<file path="src/rtl/race_game_ctrl.sv">
// Race game controller: lives/laps/countdown FSM driving status screens, pause and graphics reset.
// Optional RACE_TIMER_EN macro adds a saturating RUN-frame counter on race_time.
module race_game_ctrl #(
  parameter int unsigned NUM_LIVES    = 3,
  parameter int unsigned NUM_LAPS     = 3,
  parameter int unsigned COUNT_FRAMES = 180,
  parameter int unsigned CRASH_FRAMES = 120,
  parameter int unsigned LIFE_W       = 2,
  parameter int unsigned LAP_W        = 2,
  parameter int unsigned TIME_W       = 16
) (
  input  logic              clk,
  input  logic              reset,
  input  logic              frame_tick,
  input  logic              video_on,
  input  logic              road_on,
  input  logic              finish_line,
  input  logic              car_on,
  input  logic              enter_key,
  input  logic              key_release,
  output logic              start_en,
  output logic              crash_en,
  output logic              finish_en,
  output logic              over_en,
  output logic              countdown_on,
  output logic              pause,
  output logic              game_reset,
  output logic [LIFE_W-1:0] lives,
  output logic [LAP_W-1:0]  lap,
  output logic [TIME_W-1:0] race_time
);

  localparam int unsigned MAX_FRAMES = (COUNT_FRAMES > CRASH_FRAMES) ? COUNT_FRAMES : CRASH_FRAMES;
  localparam int unsigned CNT_W      = $clog2(MAX_FRAMES + 1);

  typedef enum logic [2:0] {
    S_IDLE, S_COUNTDOWN, S_RUN, S_PAUSED, S_CRASH, S_FINISH, S_OVER
  } state_t;

  state_t              state_q, state_d;
  logic [CNT_W-1:0]    cnt_q, cnt_d;
  logic [LIFE_W-1:0]   lives_q, lives_d;
  logic [LAP_W-1:0]    lap_q, lap_d;
  logic                enter_q;
  logic                crash_hit_q, crash_hit_d;
  logic                fin_hit_q, fin_hit_d;
  logic                armed_q, armed_d;
  logic                game_reset_q, game_reset_d;
  logic                start_en_q, crash_en_q, finish_en_q, over_en_q, countdown_q, pause_q;

  logic enter_p, crash_px, fin_px, crash_now, fin_now;

  assign enter_p   = enter_key & ~enter_q & ~key_release;
  assign crash_px  = video_on & car_on & ~road_on & ~finish_line;
  assign fin_px    = video_on & car_on & finish_line;
  assign crash_now = crash_hit_q | crash_px;
  assign fin_now   = fin_hit_q | fin_px;

  // Next-state, counters and accumulators
  always_comb begin
    state_d      = state_q;
    cnt_d        = cnt_q;
    lives_d      = lives_q;
    lap_d        = lap_q;
    armed_d      = armed_q;
    game_reset_d = 1'b0;
    crash_hit_d  = crash_now;
    fin_hit_d    = fin_now;
    if (frame_tick) begin
      crash_hit_d = 1'b0;
      fin_hit_d   = 1'b0;
      if (!fin_now) armed_d = 1'b1;
    end
    case (state_q)
      S_IDLE: begin
        if (enter_p) begin
          state_d      = S_COUNTDOWN;
          lives_d      = LIFE_W'(NUM_LIVES);
          lap_d        = '0;
          cnt_d        = '0;
          game_reset_d = 1'b1;
          crash_hit_d  = 1'b0;
          fin_hit_d    = 1'b0;
          armed_d      = 1'b0;
        end
      end
      S_COUNTDOWN: begin
        if (frame_tick) begin
          if (cnt_q == CNT_W'(COUNT_FRAMES - 1)) begin
            state_d = S_RUN;
            cnt_d   = '0;
          end else begin
            cnt_d = cnt_q + CNT_W'(1);
          end
        end
      end
      S_RUN: begin
        if (frame_tick) begin
          if (crash_now) begin
            state_d = S_CRASH;
            cnt_d   = '0;
            if (lives_q != '0) lives_d = lives_q - LIFE_W'(1);
          end else if (fin_now && armed_q) begin
            armed_d = 1'b0;
            if (lap_q != LAP_W'(NUM_LAPS)) lap_d = lap_q + LAP_W'(1);
            if (lap_d == LAP_W'(NUM_LAPS)) state_d = S_FINISH;
          end
        end
        // The frame result wins over a coincident pause request
        if (enter_p && state_d == S_RUN) state_d = S_PAUSED;
      end
      S_PAUSED: begin
        crash_hit_d = 1'b0;
        fin_hit_d   = 1'b0;
        if (enter_p) state_d = S_RUN;
      end
      S_CRASH: begin
        if (frame_tick) begin
          if (cnt_q == CNT_W'(CRASH_FRAMES - 1)) begin
            cnt_d = '0;
            if (lives_q == '0) begin
              state_d = S_OVER;
            end else begin
              state_d      = S_COUNTDOWN;
              game_reset_d = 1'b1;
              crash_hit_d  = 1'b0;
              fin_hit_d    = 1'b0;
              armed_d      = 1'b0;
            end
          end else begin
            cnt_d = cnt_q + CNT_W'(1);
          end
        end
      end
      S_FINISH, S_OVER: begin
        if (enter_p) state_d = S_IDLE;
      end
      default: state_d = S_IDLE;
    endcase
  end

  always_ff @(posedge clk or posedge reset) begin
    if (reset) begin
      state_q      <= S_IDLE;
      cnt_q        <= '0;
      lives_q      <= '0;
      lap_q        <= '0;
      enter_q      <= 1'b0;
      crash_hit_q  <= 1'b0;
      fin_hit_q    <= 1'b0;
      armed_q      <= 1'b0;
      game_reset_q <= 1'b1;
      start_en_q   <= 1'b1;
      crash_en_q   <= 1'b0;
      finish_en_q  <= 1'b0;
      over_en_q    <= 1'b0;
      countdown_q  <= 1'b0;
      pause_q      <= 1'b1;
    end else begin
      state_q      <= state_d;
      cnt_q        <= cnt_d;
      lives_q      <= lives_d;
      lap_q        <= lap_d;
      enter_q      <= enter_key;
      crash_hit_q  <= crash_hit_d;
      fin_hit_q    <= fin_hit_d;
      armed_q      <= armed_d;
      game_reset_q <= game_reset_d;
      start_en_q   <= (state_d == S_IDLE);
      crash_en_q   <= (state_d == S_CRASH);
      finish_en_q  <= (state_d == S_FINISH);
      over_en_q    <= (state_d == S_OVER);
      countdown_q  <= (state_d == S_COUNTDOWN);
      pause_q      <= (state_d != S_RUN);
    end
  end

  assign start_en     = start_en_q;
  assign crash_en     = crash_en_q;
  assign finish_en    = finish_en_q;
  assign over_en      = over_en_q;
  assign countdown_on = countdown_q;
  assign pause        = pause_q;
  assign game_reset   = game_reset_q;
  assign lives        = lives_q;
  assign lap          = lap_q;

`ifdef RACE_TIMER_EN
  logic [TIME_W-1:0] time_q, time_d;

  // Counts RUN frames only, saturating; cleared when a new race starts
  always_comb begin
    time_d = time_q;
    if (state_q == S_IDLE && state_d == S_COUNTDOWN) begin
      time_d = '0;
    end else if (state_q == S_RUN && frame_tick && time_q != '1) begin
      time_d = time_q + TIME_W'(1);
    end
  end

  always_ff @(posedge clk or posedge reset) begin
    if (reset) time_q <= '0;
    else       time_q <= time_d;
  end

  assign race_time = time_q;
`else
  assign race_time = '0;
`endif

endmodule

</file>
<file path="config.mk">
export PLATFORM = sky130hd
export DESIGN_NAME = race_game_ctrl
export DESIGN_NICKNAME = d
export VERILOG_FILES = /design/src/rtl/race_game_ctrl.sv
export SDC_FILE = /design/constraint.sdc
export NUM_CORES = 1
export LEC_CHECK = 0
export ABC_CLOCK_PERIOD_IN_PS = 1770
export BUFFER_PORTS_ARGS = -buffer_cell sky130_fd_sc_hd__buf_2
export CAP_MARGIN = 10
export CORE_ASPECT_RATIO = 0.7
export CORE_MARGIN = 2
export CORE_UTILIZATION = 50
export CTS_BUF_LIST = sky130_fd_sc_hd__clkbuf_8
export CTS_CLUSTER_SIZE = 25
export DETAILED_ROUTE_END_ITERATION = 7
export PLACE_DENSITY = 0.78
export SLEW_MARGIN = 20
export SYNTH_ARGS = -nofsm -noshare
export SYNTH_HDL_FRONTEND = slang
export SYNTH_SLANG_ARGS = --single-unit
</file>
<file path="constraint.sdc">
create_clock -name clk -period 1.77 [get_ports clk]
set_input_delay 0.354 -clock clk [delete_from_list [all_inputs] [get_ports clk]]
set_output_delay 0.354 -clock clk [all_outputs]
set_load 0.02 [all_outputs]
</file>
==> results of run 1 <==
worst max-delay path by stage:
stage                    startpoint                    to  slack (ps)  cells past startpoint
5_1_grt        cnt_q[1]$_DFFE_PP0P_   finish_en$_DFF_PP0_        -120                      7
3_5_place_dp                road_on  lives[0]$_DFFE_PP0P_        -250                      6
3_3_place_gp                road_on  lives[0]$_DFFE_PP0P_        -190                      6
6_report       cnt_q[1]$_DFFE_PP0P_    crash_en$_DFF_PP0_         -50                      7
2_1_floorplan  lives[1]$_DFFE_PP0P_  lives[0]$_DFFE_PP0P_          30                      5
4_1_cts           enter_q$_DFF_PP0_  cnt_q[0]$_DFFE_PP0P_         -30                      6
cells by family (layout without fill, tap and decap cells):
kind of cell | count (synthesis) | in the layout | share of synthesized area [%]
and+or+nand+nor | 65 | 65 | 24.8
AOI/OAI and AO/OA | 38 | 38 | 18.2
buffers and inverters | 30 | 70 | 11.6
DFF | 26 | 26 | 40.9
muxes | 3 | 3 | 2.11
adders and majority gates | 2 | 2 | 1.56
other | 1 | 16 | 0.234
xor gates and xnor gates | 1 | 1 | 0.547
what timing repair did:
action	CTS	global route
pin swaps	4	8
buffers inserted	5	8
endpoints found under the setup margin	12	18
gates cloned	0	0
resized for setup	5	8
per-stage QoR:
step,cells,hold WS (ps)
after floorplan,181,385
after global placement,242,417
after detailed placement,242,425
after CTS,251,122
after global routing,259,135
final,259,124
power groups by stage:
stage	Combinational (uW)	Sequential (uW)	Clock [uW]
finish	1880	935	389
global placement	1550	918	0
global route	2060	958	428
CTS	1720	933	405
floorplan	991	1000	0
detailed placement	1610	938	0
flip-flops by register name, indices dropped and copies added (netlist names):
name          count
state_q           3
over_en           1
countdown_on      1
armed_q           1
lives             2
crash_hit_q       1
enter_q           1
lap               2
start_en          1
finish_en         1
crash_en          1
game_reset        1
cnt_q             8
pause             1
fin_hit_q         1
per-layer routing:
metal / global-route usage (%) / up-vias / routed length [um] / share of wire, %
met5: 0 / - / 0 / 0
met4: 7.86 / 0 / 31 / 0.82
met3: 5.52 / 4 / 223 / 5.9
met2: 34.9 / 50 / 1830 / 48
met1: 29.8 / 679 / 1710 / 45
li1: - / 667 / - / -
placed cells by master (no fill, tap or decap), drive strengths merged, types with 3 or more instances in the layout:
master and instances:
buf 58, o21ai 7, nand2b 3, nor4 4, dfstp 3, conb 16, nor3 5, a22o 4
inv 8, mux2 3, nand3 4, nand4b 4, o21bai 4, nor2 15, clkbuf 4, and3 5
nor2b 6, nand2 9, dfrtp 23, a21oi 9, o31ai 3
layout make-up:
| type | count | area (um2) | area share (%) |
|---|---|---|---|
| Multi-Input combinational cell | 125 | 850 | 41.6 |
| Sequential cell | 26 | 658 | 32.3 |
| Timing Repair Buffer | 58 | 400 | 19.6 |
| Clock buffer | 4 | 55.1 | 2.70 |
| Tap cell | 38 | 47.5 | 2.33 |
| Inverter | 8 | 30.0 | 1.47 |
tightest hold or removal path: cells and delay by family:
kind	cells	cell delay, ps
buffers and inverters	3	450
==> impl_metrics.py, run 1 <==
metrics = {
    "critical_path": {
        "endpoint_kind": "register",
        "critical_path_buf_inv_count": 1,
        "cp_max_fo": 4,
        "worstSetupPathType": "register to register",
        "crit_path_start_kind": "register",
        "worst_ep_arrival_time_ps": 1990,
        "cp.required_ps": 1940,
        "slowest_delay_ps": 410,
        "worst_r2r_endpoint": "crash_en$_DFF_PP0_",
        "rr_worst_depth": 7,
        "rrSetupSlack_ps": -50,
        "crit_chain": "ha_2, nand4b_1, o31ai_1, nand2_1, a31oi_1, buf_4, nor4_2",
        "cpMaxStageDelayCell": "o31ai_1",
        "r2r_start": "cnt_q[1]$_DFFE_PP0P_",
        "critical_path.top_delay_family": "compound AO/OA/AOI/OAI gates",
    },
    "global_route": {
        "grt_pass1_wl_um": 6210,
        "grt_overflow": 0,
        "track_usage_pct": 22.1,
        "grt_max_degree": 27,
        "grt_pass1_vias": 1337,
        "antenna_found_initial": 0,
    },
    "synthesis": {
        "ys_seq_area_share_pct": 40.9,
        "syn_area_um2": 1600,
        "avgSynthCellArea_um2": 9.64,
        "synthTopCellsByCount": "23 x dfrtp_1, 16 x buf_4, 14 x nor2_1, 9 x a21oi_1, 9 x nand2_1",
        "yosysMostFrequentCell": "dfrtp_1",
        "synthDistinctLibCells": 47,
        "synthTopCellsByArea": "dfrtp_1 36%, buf_4 7.5%, dfstp_2 4.9%",
        "synth_flop_cell": "dfrtp_1",
        "synth_edf_count": 0,
        "synthArstFlopShare_pct": 100,
        "synth-seq-cells": 26,
        "yosys_warnings": 0,
        "synthDominantCellAreaShare_pct": 36.0,
        "synth_cells": 166,
        "post-synth-top-area-cell": "dfrtp_1",
    },
    "finish": {
        "insertedDiodeCount": 0,
        "nFillCells": 236,
        "final_nets": 233,
        "layout-drive-gt1-share_pct": 40.7,
        "postLayoutCellArea_um2": 2040,
        "area_delta_synth_final_pct": 27.5,
        "utilization_pct": 65.7,
    },
    "floorplanning": {
        "ios": 36,
        "die-area_um2": 3680,
        "die_w_um": 71.6,
        "core_um2": 3110,
        "die_h_um": 51.3,
        "rows": 17,
        "initial_core_util_pct": 51.5,
    },
    "placed_design": {
        "dp_hpwl_um": 2710,
        "gp_congestion": 0.849,
        "post-place-ws_ps": -249,
        "io_buffers": 19,
        "dpl-instance-area_um2": 1850,
    },
    "timing": {
        "fmax_mhz": 549,
        "final.setup.tns_ps": -133,
        "final.period_utilization_pct": 103,
        "post-route-min-period_ps": 1820,
        "rsz0062_at_grt": "yes",
        "hold_viol_final": 0,
        "fin_ws_ps": -52.6,
        "fin_worst_skew_ps": 1.81,
        "drv_slew": 0,
        "finalSetupViolCount": 3,
    },
    "clock_network": {
        "cts_max_level": 1,
        "cts_tree": "built",
        "numCtsBuffers": 3,
        "cts_buffer_depth": 2,
        "hold_buffers": 0,
        "clock_sinks": 26,
        "clk_latency_ps": 280,
        "cts.reportedPaths.clkPinSlew_ps": 90,
        "cts_root_buf": "clkbuf_8",
    },
    "routing": {
        "drt_first_pass_iters": 4,
        "routed_via_density": 5.41,
        "drt-initial-drc-count": 71,
        "wl_per_cell_um": 14.7,
        "antenna_left": 0,
        "num_vias": 1400,
        "wl_um": 3800,
        "drc": 0,
    },
    "power_and_ir_drop": {
        "sw_frac_of_total_pct": 41.1,
        "p_seq_share_pct": 29.2,
        "switching_power_uw": 1320,
        "power.total_uw": 3200,
        "vdd_drop_max_mv": 1.04,
        "leakagePower_uw": 0.00101,
        "combPwrFrac_pct": 58.7,
        "power_frac_clock_pct": 12.1,
        "intPower_uw": 1890,
        "powerDensity_nw_per_um2": 1570,
    },
    "status": {
        "status": "complete, but fails checks",
        "failed_checks": "setup timing",
    },
    "job": {
        "maxCapViolations": 0,
    },
    "min_path": {
        "hp-class": "primary input to async pin",
    },
}
Note: power is estimated with default switching activity, not from simulation.
==> run 2: changes to the inputs <==
CORE_ASPECT_RATIO = 1.4   (was 0.7)
==> impl_metrics.py, run 2 (synthesized netlist as in run 1, its figures left out) <==
metrics = {
    "status": {
        "status": "complete, no violations",
    },
    "critical_path": {
        "r2r_start": "cnt_q[0]$_DFFE_PP0P_",
        "endpoint_kind": "register",
        "rrSetupSlack_ps": 40,
        "worstSetupPathType": "register to register",
        "worst_r2r_endpoint": "cnt_q[7]$_DFFE_PP0P_",
        "crit_path_start_kind": "register",
        "cp_max_fo": 7,
        "worst_ep_arrival_time_ps": 1900,
        "rr_worst_depth": 6,
        "cp.required_ps": 1940,
    },
    "placed_design": {
        "io_buffers": 19,
        "dp_cells": 237,
        "dp_hpwl_um": 2560,
        "gp_congestion": 0.920,
    },
    "finish": {
        "layout-drive-gt1-share_pct": 36.1,
        "top_register": "cnt_q",
        "area_delta_synth_final_pct": 21.2,
        "insertedDiodeCount": 0,
        "largest_reg_flops": 8,
        "final_nets": 217,
        "stdcell_count": 244,
        "final_cell_mix": "22 x buf_4, 20 x dfrtp_1, 19 x buf_2",
        "largestRegisters": "cnt_q (8), state_q (3)",
        "final_common_cell": "buf_4",
    },
    "routing": {
        "routed_via_density": 5.34,
        "drc": 0,
        "antenna_left": 0,
        "drt_first_pass_iters": 4,
        "wl_um": 3370,
        "wl_per_cell_um": 13.8,
        "drt-initial-drc-count": 40,
        "num_vias": 1304,
    },
    "floorplanning": {
        "die_w_um": 51.8,
        "die_h_um": 70.9,
        "ios": 36,
        "initial_core_util_pct": 51.7,
        "die-area_um2": 3680,
        "rows": 24,
        "core_um2": 3090,
    },
    "job": {
        "maxCapViolations": 0,
    },
    "clock_network": {
        "cts.reportedPaths.clkPinSlew_ps": 90,
        "numCtsBuffers": 3,
        "clk_latency_ps": 270,
        "cts_tree": "built",
        "cts_root_buf": "clkbuf_8",
        "clock_sinks": 26,
        "cts_buffer_depth": 2,
        "cts_max_level": 1,
    },
    "power_and_ir_drop": {
        "power.total_uw": 3030,
        "vdd_drop_max_mv": 0.866,
        "leakagePower_uw": 0.000931,
        "powerDensity_nw_per_um2": 1560,
    },
    "global_route": {
        "grt_pass1_wl_um": 5630,
        "grt_max_degree": 27,
        "grt_overflow": 0,
        "grt_pass1_vias": 1348,
        "track_usage_pct": 19.8,
        "antenna_found_initial": 0,
    },
    "timing": {
        "fmax_mhz": 577,
        "final.period_utilization_pct": 97.9,
        "drv_slew": 0,
        "finalSetupViolCount": 0,
        "rsz0062_at_grt": "yes",
        "post-route-min-period_ps": 1730,
        "fin_worst_skew_ps": 4.65,
        "hold_viol_final": 0,
    },
    "min_path": {
        "hp-class": "primary input to async pin",
    },
}
## run 2: layout make-up
class | instances | area, um2
fillers | 266 | 1150
multi-input cells | 125 | 851
flip-flops and latches | 26 | 658
repair buffers | 42 | 280
well taps | 39 | 48.8
clock buffers | 3 | 41.3
clock inverters | 1 | 30.0
inverters | 8 | 30.0
## run 2: what timing repair did
item | 4_1_cts | 5_1_grt
setup buffers | 0 | 3
pin swaps | 0 | 4
hold buffers | 0 | 0
resized for setup | 3 | 8
endpoints found under the setup margin | 7 | 13
## run 2: critical path: stages (launching register included)
cell	delay (ps)
dfrtp_1	390
ha_2	200
nand4b_1	220
o21bai_1	210
a21o_2	240
nor2_4	70
a221o_1	300
## run 2: worst max-delay path by stage
stage / start / endpoint / slack, ps / cells after the start
6_report: cnt_q[0]$_DFFE_PP0P_ / cnt_q[7]$_DFFE_PP0P_ / 40 / 6
4_1_cts: cnt_q[0]$_DFFE_PP0P_ / cnt_q[7]$_DFFE_PP0P_ / 10 / 6
3_3_place_gp: road_on / lives[0]$_DFFE_PP0P_ / -100 / 6
5_1_grt: cnt_q[0]$_DFFE_PP0P_ / cnt_q[7]$_DFFE_PP0P_ / -50 / 6
2_1_floorplan: lives[1]$_DFFE_PP0P_ / lives[0]$_DFFE_PP0P_ / 30 / 5
3_5_place_dp: finish_line / lives[1]$_DFFE_PP0P_ / -140 / 6
## run 2: stage by stage
step | setup TNS [ps] | cell area [um2] | utilization (%) | hold WS (ps) | setup WS [ps]
after floorplan | 0 | 1660 | - | 385 | 29.5
after global placement | -845 | 1810 | 58.5 | 415 | -99.4
after detailed placement | -1240 | 1810 | 58.5 | 425 | -143
after CTS | 0 | 1890 | 61.0 | 118 | 10.5
after global routing | -161 | 1940 | 62.7 | 150 | -52.9
final | 0 | 1940 | 62.7 | 112 | 37.8
## run 2: metal layers
metal / track usage, % / vias up / share of wire, %
met5: 0 / - / 0
met2: 37.0 / 25 / 58
met3: 2.74 / 4 / 2.4
met4: 7.89 / 0 / 1.0
met1: 21.6 / 637 / 39
li1: - / 638 / -
## run 2: power by group
group | total (uW) | leakage (uW) | switching [uW] | internal [uW]
sequential | 958 | 0.000323 | 180 | 778
clock | 497 | 0.0000357 | 194 | 303
combinational | 1580 | 0.000573 | 864 | 715
==> run 3: changes to the inputs <==
CORE_MARGIN = 5   (was 2)
PLACE_DENSITY = 0.77   (was 0.78)
==> impl_metrics.py, run 3 (synthesized netlist as in run 1, its figures left out) <==
metrics = {
    "floorplanning": {
        "core_um2": 3090,
        "ios": 36,
        "initial_core_util_pct": 51.7,
        "rows": 24,
        "die_w_um": 57.8,
        "die-area_um2": 4450,
        "die_h_um": 76.9,
    },
    "timing": {
        "drv_slew": 0,
        "final.period_utilization_pct": 97.3,
        "hold_viol_final": 0,
        "rsz0062_at_grt": "yes",
        "post-route-min-period_ps": 1720,
        "fmax_mhz": 580,
        "finalSetupViolCount": 0,
        "final.setup.tns_ps": 0,
        "fin_worst_skew_ps": 4.86,
    },
    "critical_path": {
        "endpoint_kind": "register",
        "cp_max_fo": 6,
        "worstSetupPathType": "register to register",
        "crit_path_start_kind": "register",
        "cp.required_ps": 1930,
        "worst_ep_arrival_time_ps": 1880,
    },
    "global_route": {
        "antenna_found_initial": 0,
        "grt_pass1_vias": 1559,
        "grt_overflow": 0,
        "grt_max_degree": 27,
        "grt_pass1_wl_um": 6490,
        "track_usage_pct": 18.1,
    },
    "finish": {
        "final_cell_mix": "26 x buf_4, 21 x dfrtp_1, 19 x buf_2",
        "insertedDiodeCount": 0,
        "largest_reg_flops": 8,
        "top_register": "cnt_q",
        "final_common_cell": "buf_4",
        "area_delta_synth_final_pct": 23.4,
        "nFillCells": 240,
        "largestRegisters": "cnt_q (8), state_q (3)",
        "final_nets": 220,
        "layout-drive-gt1-share_pct": 38.0,
    },
    "placed_design": {
        "gp_congestion": 0.855,
        "dp_hpwl_um": 2880,
        "io_buffers": 19,
    },
    "clock_network": {
        "cts_root_buf": "clkbuf_8",
        "cts_max_level": 1,
        "numCtsBuffers": 3,
        "cts.reportedPaths.clkPinSlew_ps": 90,
        "clk_latency_ps": 270,
        "cts_tree": "built",
        "cts_buffer_depth": 2,
        "clock_sinks": 26,
    },
    "routing": {
        "drc": 0,
        "wl_per_cell_um": 14.9,
        "drt_first_pass_iters": 4,
        "routed_via_density": 5.61,
        "num_vias": 1386,
        "wl_um": 3690,
        "drt-initial-drc-count": 40,
        "antenna_left": 0,
    },
    "power_and_ir_drop": {
        "leakagePower_uw": 0.000940,
        "vdd_drop_max_mv": 0.837,
        "power.total_uw": 3030,
        "powerDensity_nw_per_um2": 1540,
    },
    "min_path": {
        "hp-class": "primary input to async pin",
    },
    "job": {
        "maxCapViolations": 0,
    },
    "status": {
        "status": "complete, no violations",
    },
}
## run 3: critical path, stage by stage (launching register included)
cell and delay (ps):
dfrtp_1 370, or3b_4 430, nor4_4 310, a211oi_4 120, a221o_1 380
## run 3: final timing paths
kind | start | endpoint | slack, ps | cells past startpoint
max | enter_q$_DFF_PP0_ | cnt_q[7]$_DFFE_PP0P_ | 50 | 4
min | reset | enter_q$_DFF_PP0_ | 120 | 3
max reg2reg | enter_q$_DFF_PP0_ | cnt_q[7]$_DFFE_PP0P_ | 50 | 4
min reg2reg | lives[1]$_DFFE_PP0P_ | lives[1]$_DFFE_PP0P_ | 540 | 1
max in group asynchronous | reset | pause$_DFF_PP1_ | 1340 | 3
min in group clk | enter_key | enter_q$_DFF_PP0_ | 190 | 1
## run 3: per-layer routing
| layer | vias to the layer above | GRT usage [%] | part of all wire, % |
|---|---|---|---|
| met5 | - | 0 | 0 |
| met4 | 0 | 8.82 | 1.2 |
| met3 | 6 | 2.02 | 3.2 |
| met2 | 39 | 35.7 | 62 |
| met1 | 695 | 17.6 | 33 |
| li1 | 646 | - | - |
## run 3: metrics by stage
step	hold WS [ps]	util (%)	setup WS [ps]	instances	area (um2)
after floorplan	385	-	29.5	181	1660
after CTS	143	62.7	2.48	247	1940
after detailed placement	437	59.0	-191	241	1830
final	120	63.8	47.0	247	1970
after global placement	418	59.0	-171	241	1830
after global routing	161	63.8	-45.2	247	1970
## run 3: layout make-up
type / instances / area [um2] / share of cell area (%)
Sequential cell: 26 / 657 / 33.3
Timing Repair Buffer: 45 / 290 / 14.7
Clock inverter: 1 / 30.0 / 1.52
Clock buffer: 3 / 41.3 / 2.09
Inverter: 8 / 30.0 / 1.52
Tap cell: 39 / 48.8 / 2.47
Multi-Input combinational cell: 125 / 877 / 44.4
## run 3: repair_timing
action / in CTS / in global routing
pin swaps: 6 / 5
endpoints found under the setup margin: 11 / 17
gates resized for setup: 6 / 8
hold buffers: 0 / 0
buffers inserted: 2 / 0
## run 3: report_power, final
| group | switching [uW] | leakage (uW) | total [uW] | internal (uW) |
|---|---|---|---|---|
| clock | 187 | 0.0000357 | 489 | 302 |
| sequential | 156 | 0.000324 | 932 | 776 |
| combinational | 899 | 0.000580 | 1610 | 711 |
| total | 1240 | 0.000940 | 3030 | 1790 |
